<file path="src/rtl/ps2_key_rx.sv">
// ps2_key_rx
//   PS/2 keyboard receiver. Synchronises the open-collector ps2_clk/ps2_data
//   lines, deframes 11-bit device-to-host frames (start, 8 data LSB-first,
//   odd parity, stop), strips break (F0) and extended (E0) prefixes and
//   delivers each make code with a PULSE_CYCLES-long key_int pulse.
//
//   Optional feature: define PS2_ASCII_EN to translate delivered make codes
//   to uppercase ASCII (unmapped codes become '?', extended codes dropped).
//
// Ports
//   clk        system clock (50 MHz)
//   rst_n      synchronous active-low reset
//   ps2_clk    raw PS/2 clock, asynchronous
//   ps2_data   raw PS/2 data, asynchronous
//   key_data   last delivered byte, held until the next delivery
//   key_int    high for PULSE_CYCLES cycles on each delivery
//   key_ext    delivered byte was preceded by E0
//   parity_err one-cycle pulse on a rejected frame
module ps2_key_rx #(
  parameter int PULSE_CYCLES   = 4,
  parameter int TIMEOUT_CYCLES = 50000
) (
  input  logic       clk,
  input  logic       rst_n,
  input  logic       ps2_clk,
  input  logic       ps2_data,
  output logic [7:0] key_data,
  output logic       key_int,
  output logic       key_ext,
  output logic       parity_err
);

  typedef enum logic [1:0] {IDLE, RECV, CHECK} state_t;

  localparam logic [15:0] TO_LAST  = 16'(TIMEOUT_CYCLES - 1);
  localparam logic [3:0]  PULSE_LD = 4'(PULSE_CYCLES);

  state_t      state, state_nx;
  logic        clk_m, clk_s, clk_d;
  logic        data_m, data_s;
  logic        fall;
  logic [3:0]  bit_cnt;
  logic [10:0] frame;
  logic [15:0] to_cnt;
  logic        timeout;
  logic        brk_flag, ext_flag;
  logic [3:0]  pulse_cnt;
  logic [7:0]  rx_byte;
  logic        frame_ok;
  logic        deliver;
  logic [7:0]  key_val;

`ifdef PS2_ASCII_EN
  function automatic logic [7:0] to_ascii(input logic [7:0] code);
    logic [7:0] a;
    case (code)
      8'h1C: a = "A"; 8'h32: a = "B"; 8'h21: a = "C"; 8'h23: a = "D";
      8'h24: a = "E"; 8'h2B: a = "F"; 8'h34: a = "G"; 8'h33: a = "H";
      8'h43: a = "I"; 8'h3B: a = "J"; 8'h42: a = "K"; 8'h4B: a = "L";
      8'h3A: a = "M"; 8'h31: a = "N"; 8'h44: a = "O"; 8'h4D: a = "P";
      8'h15: a = "Q"; 8'h2D: a = "R"; 8'h1B: a = "S"; 8'h2C: a = "T";
      8'h3C: a = "U"; 8'h2A: a = "V"; 8'h1D: a = "W"; 8'h22: a = "X";
      8'h35: a = "Y"; 8'h1A: a = "Z";
      8'h45: a = "0"; 8'h16: a = "1"; 8'h1E: a = "2"; 8'h26: a = "3";
      8'h25: a = "4"; 8'h2E: a = "5"; 8'h36: a = "6"; 8'h3D: a = "7";
      8'h3E: a = "8"; 8'h46: a = "9";
      8'h29: a = 8'h20;
      8'h5A: a = 8'h0D;
      default: a = 8'h3F;
    endcase
    return a;
  endfunction
`endif

  // Two-flop synchronisers plus one delay flop on the clock for edge detect.
  // Reset to 1 so an idle-high bus never looks like a falling edge.
  always_ff @(posedge clk) begin
    if (!rst_n) begin
      clk_m  <= 1'b1;
      clk_s  <= 1'b1;
      clk_d  <= 1'b1;
      data_m <= 1'b1;
      data_s <= 1'b1;
    end else begin
      clk_m  <= ps2_clk;
      clk_s  <= clk_m;
      clk_d  <= clk_s;
      data_m <= ps2_data;
      data_s <= data_m;
    end
  end

  assign fall = clk_d & ~clk_s;

  // Frame is shifted in from the top: after 11 falls frame[0] is the start
  // bit, frame[8:1] the byte, frame[9] parity and frame[10] the stop bit.
  assign rx_byte  = frame[8:1];
  assign frame_ok = ~frame[0] & frame[10] & (^frame[9:1]);
  // A fall wins over an expiring timeout in the same cycle.
  assign timeout  = (state == RECV) && !fall && (to_cnt == TO_LAST);

`ifdef PS2_ASCII_EN
  assign key_val = to_ascii(rx_byte);
`else
  assign key_val = rx_byte;
`endif

  always_comb begin
    deliver = 1'b0;
    if (state == CHECK && frame_ok && rx_byte != 8'hF0 && rx_byte != 8'hE0
        && !brk_flag) begin
`ifdef PS2_ASCII_EN
      deliver = !ext_flag;
`else
      deliver = 1'b1;
`endif
    end
  end

  always_ff @(posedge clk) begin
    if (!rst_n) state <= IDLE;
    else        state <= state_nx;
  end

  always_comb begin
    state_nx = state;
    case (state)
      IDLE:  if (fall && !data_s) state_nx = RECV;
      RECV: begin
        if (fall && bit_cnt == 4'd10) state_nx = CHECK;
        else if (timeout)             state_nx = IDLE;
      end
      CHECK: state_nx = IDLE;
      default: state_nx = IDLE;
    endcase
  end

  always_ff @(posedge clk) begin
    if (!rst_n) begin
      bit_cnt    <= 4'd0;
      frame      <= 11'h7FF;
      to_cnt     <= 16'd0;
      brk_flag   <= 1'b0;
      ext_flag   <= 1'b0;
      pulse_cnt  <= 4'd0;
      key_data   <= 8'h00;
      key_ext    <= 1'b0;
      parity_err <= 1'b0;
    end else begin
      parity_err <= 1'b0;

      if (deliver)                pulse_cnt <= PULSE_LD;
      else if (pulse_cnt != 4'd0) pulse_cnt <= pulse_cnt - 4'd1;

      case (state)
        IDLE: begin
          to_cnt <= 16'd0;
          if (fall && !data_s) begin
            frame   <= {data_s, frame[10:1]};
            bit_cnt <= 4'd1;
          end
        end
        RECV: begin
          if (fall) begin
            frame   <= {data_s, frame[10:1]};
            bit_cnt <= bit_cnt + 4'd1;
            to_cnt  <= 16'd0;
          end else if (timeout) begin
            bit_cnt  <= 4'd0;
            to_cnt   <= 16'd0;
            brk_flag <= 1'b0;
            ext_flag <= 1'b0;
          end else begin
            to_cnt <= to_cnt + 16'd1;
          end
        end
        CHECK: begin
          bit_cnt <= 4'd0;
          if (!frame_ok) begin
            parity_err <= 1'b1;
            brk_flag   <= 1'b0;
            ext_flag   <= 1'b0;
          end else if (rx_byte == 8'hF0) begin
            brk_flag <= 1'b1;
          end else if (rx_byte == 8'hE0) begin
            ext_flag <= 1'b1;
          end else begin
            // Make code or release code: either way the prefix sequence ends.
            if (deliver) begin
              key_data <= key_val;
              key_ext  <= ext_flag;
            end
            brk_flag <= 1'b0;
            ext_flag <= 1'b0;
          end
        end
        default: ;
      endcase
    end
  end

  assign key_int = (pulse_cnt != 4'd0);

endmodule
</file>
<file path="config.mk">
export PLATFORM = sky130hd
export DESIGN_NAME = ps2_key_rx
export DESIGN_NICKNAME = d
export VERILOG_FILES = /design/src/rtl/ps2_key_rx.sv
export SDC_FILE = /design/constraint.sdc
export NUM_CORES = 1
export LEC_CHECK = 0
export ABC_AREA = 1
export CAP_MARGIN = 0
export CELL_PAD_IN_SITES_DETAIL_PLACEMENT = 1
export CELL_PAD_IN_SITES_GLOBAL_PLACEMENT = 1
export CORE_ASPECT_RATIO = 0.8
export CORE_MARGIN = 2
export CORE_UTILIZATION = 46
export CTS_CLUSTER_SIZE = 25
export DETAILED_ROUTE_END_ITERATION = 16
export GPL_TIMING_DRIVEN = 0
export PLACE_DENSITY = 0.89
export SKIP_LAST_GASP = 1
export SLEW_MARGIN = 20
export SYNTH_ARGS = -nofsm -noshare
export SYNTH_HDL_FRONTEND = slang
export SYNTH_SLANG_ARGS = --single-unit
</file>
<file path="constraint.sdc">
create_clock -name clk -period 2.7 [get_ports clk]
set_clock_uncertainty 0.05 [all_clocks]
set_input_delay 0.54 -clock clk [delete_from_list [all_inputs] [get_ports clk]]
set_output_delay 0.54 -clock clk [all_outputs]
set_load 0.01 [all_outputs]
</file>
==> flow_metrics.env <==
export IMPL_cts_buffer_depth=2
export IMPL_clock_latency_ns=0.31
export IMPL_fillCellCount=739
export IMPL_path_class="reg2out"
export IMPL_reg2reg_from="frame[4]"
export IMPL_place_ws_ns=0.3108
export IMPL_layout_common_cells="nand2_1, inv_1, nor2_1, dfxtp_1, nand3_1"
export IMPL_synth_seq_cells=54
export IMPL_wl_per_cell_um=14.18
export IMPL_crit_start="pulse_cnt[0]"
export IMPL_clock_sinks=54
export IMPL_start_util_pct=48.19
export IMPL_fin_crit_sh_pct=85.38
export IMPL_drc=0
export IMPL_worst_ep_arrival_time_ns=1.72
export IMPL_dieArea_um2=6416
export IMPL_ys_seq_area_share_pct=40.60
export IMPL_hp_class="reg2reg"
export IMPL_postCtsHoldBufs=0
export IMPL_cts_resized=0
export IMPL_hold_path_depth=1
export IMPL_critPathLaunchType="flop"
export IMPL_root_buffer="clkbuf_8"
export IMPL_cts_htree_levels=2
export IMPL_routed_wirelength_um=6748
export IMPL_nNetsFinal=414
export IMPL_hp_start="data_m"
export IMPL_synth_top_cell_area_share_pct=40.60
export IMPL_cap_violations=0
export IMPL_relSlewSlack_pct=62.63
export IMPL_worst_path_largest_cell_delay_ns=0.56
export IMPL_grt_usage_pct=23.39
export IMPL_post_cts_buffers=0
export IMPL_min_period_ns=2.305
export IMPL_reg2reg_depth=12
export IMPL_synthArstFlopShare_pct=0
export IMPL_cts_tree="yes"
export IMPL_synth_nets=393
export IMPL_rsz0062_at_grt="no"
export IMPL_status="complete, no violations"
export IMPL_synth_area_leader_cell="dfxtp_1"
export IMPL_drive_gt1_share_pct=7.538
export IMPL_cts_made_buffers=5
export IMPL_peakVddDrop_v=0.0002878
export IMPL_synth_edf_count=0
export IMPL_layout_commonest_cell="nand2_1"
export IMPL_critical_path_buf_inv_count=2
export IMPL_synthCells=376
export IMPL_grt_start_max_net_pins=17
export IMPL_dp_cells=468
export IMPL_rows=24
export IMPL_syn_avg_cell_area_um2=7.081
export IMPL_cpLargestDelayFamily="buffers and inverters"
export IMPL_setup_tns_ns=0
export IMPL_yosys_warnings=0
export IMPL_path_cells="inv_1, ha_1, nand3_1, clkdlybuf4s50_1"
export IMPL_hpwl_um=5047
export IMPL_max_clock_freq_mhz=433.8
export IMPL_path_depth=4
export IMPL_coreArea_um2=5525
export IMPL_num_vias=2437
export IMPL_area_growth_pct=12.88
export IMPL_antenna_cells=0
export IMPL_synthTopCellsByArea="dfxtp_1, nand2_1, inv_1"
export IMPL_tightestPinTransition_ns=0.5605
export IMPL_ys_flop_type="dfxtp_1"
export IMPL_instances_no_fill=476
export IMPL_drt_iter0_drc=116
export IMPL_antenna_found_initial=0
export IMPL_grt_pass1_wl_um=11790
export IMPL_drtPass1Iterations=4
export IMPL_synth_cell_area_um2=2663
export IMPL_cp_max_fo=5
export IMPL_p_leak_nw=1.350
export IMPL_port_buffers=14
export IMPL_chipWidth_um=89.06
export IMPL_critical_path_endpoint_type="output port"
export IMPL_grt_ovfl_total=0
export IMPL_setup_viol=0
export IMPL_grt_pass1_vias=2499
export IMPL_synth_cell_types=31
export IMPL_clk_pin_slew_ns=0.10
export IMPL_cpMaxStageDelayCell="clkdlybuf4s50_1"
export IMPL_slew_viol_final=0
export IMPL_ios=15
export IMPL_chipHeight_um=72.05
export IMPL_required_ns=2.11
export IMPL_power_per_cell_area_nw_per_um2=564.0
export IMPL_finalWeightedCongestion=0.8419
export IMPL_postLayoutSetupSlackWorst_ns=0.3948
export IMPL_antenna_left=0
export IMPL_hold_viol_final=0
export IMPL_via_per_inst=5.120
[through the flow]
step	area, um2	utilization [%]	hold slack, ns	power [W]
final	3005	54.39	0.3899	0.001695
after global routing	3005	54.39	0.4047	0.001773
after CTS	3005	54.39	0.3924	0.001701
after detailed placement	2900	52.49	0.3541	0.001194
after global placement	2900	52.49	0.3460	0.001172
after floorplan	2663	-	0.3417	0.001097
[cells in the mapped netlist, types with 2 or more instances]
cell,n
nand4_1,12
a21oi_1,24
clkbuf_1,3
or2_2,7
nand2_4,2
inv_1,57
nand2_2,2
ha_1,13
o21ai_0,9
buf_2,2
dfxtp_1,54
buf_4,2
nor2_1,54
nand3_2,2
xnor2_1,2
nand3_1,30
nand2_1,76
nor3_1,7
nor3b_1,3
nor2_4,2
xor2_1,3
[path summary, 6_finish.rpt]
| kind | endpoint | slack, ns |
|---|---|---|
| min | data_s | 0.39 |
| min reg2reg | data_s | 0.39 |
| max | key_int | 0.39 |
| max reg2reg | key_data[7] | 0.68 |
[cell families after synthesis]
logic type,after synthesis,synth area share (%)
adder cells (fa/ha/maj),13,6.109
multiplexers,1,0.3760
buffers and inverters,65,9.539
XOR/XNOR,5,1.645
AO/OA/AOI/OAI,39,7.754
AND/OR/NAND/NOR,199,33.97
flip-flops,54,40.60
[cell type report]
type                            count  area (um2)  area share (%)
Timing Repair Buffer               14       140.1           4.663
Sequential cell                    54        1081           35.97
Inverter                           58       217.7           7.244
Tap cell                           78       97.59           3.247
Clock inverter                      1       8.758          0.2914
Multi-Input combinational cell    257        1328           44.17
Buffer                              7       36.28           1.207
Clock buffer                        7       96.34           3.206
[registers in the layout (all words and copies together), names as in the netlist]
name / count
data_s: 1
ext_flag: 1
clk_s: 1
bit_cnt: 4
key_data: 8
key_ext: 1
clk_m: 1
state: 2
pulse_cnt: 4
frame: 11
parity_err: 1
data_m: 1
to_cnt: 16
brk_flag: 1
clk_d: 1
[report_power, final]
group | switching (W) | internal, W | leakage (nW) | total, W
clock network | 0.000280 | 0.000236 | 0.0544 | 0.000516
logic | 0.000190 | 0.000123 | 0.857 | 0.000313
registers | 0.0000288 | 0.000837 | 0.438 | 0.000866
total | 0.000499 | 0.00120 | 1.35 | 0.00169
[per-layer routing]
metal | global-route usage (%) | up-vias | part of all wire [%]
li1 | - | 1234 | -
met1 | 31.50 | 1168 | 49
met2 | 39.39 | 27 | 47
met3 | 4.209 | 8 | 2.7
met4 | 5.141 | 0 | 0.99
met5 | 0 | - | 0
(Power assumes the default switching activity.)
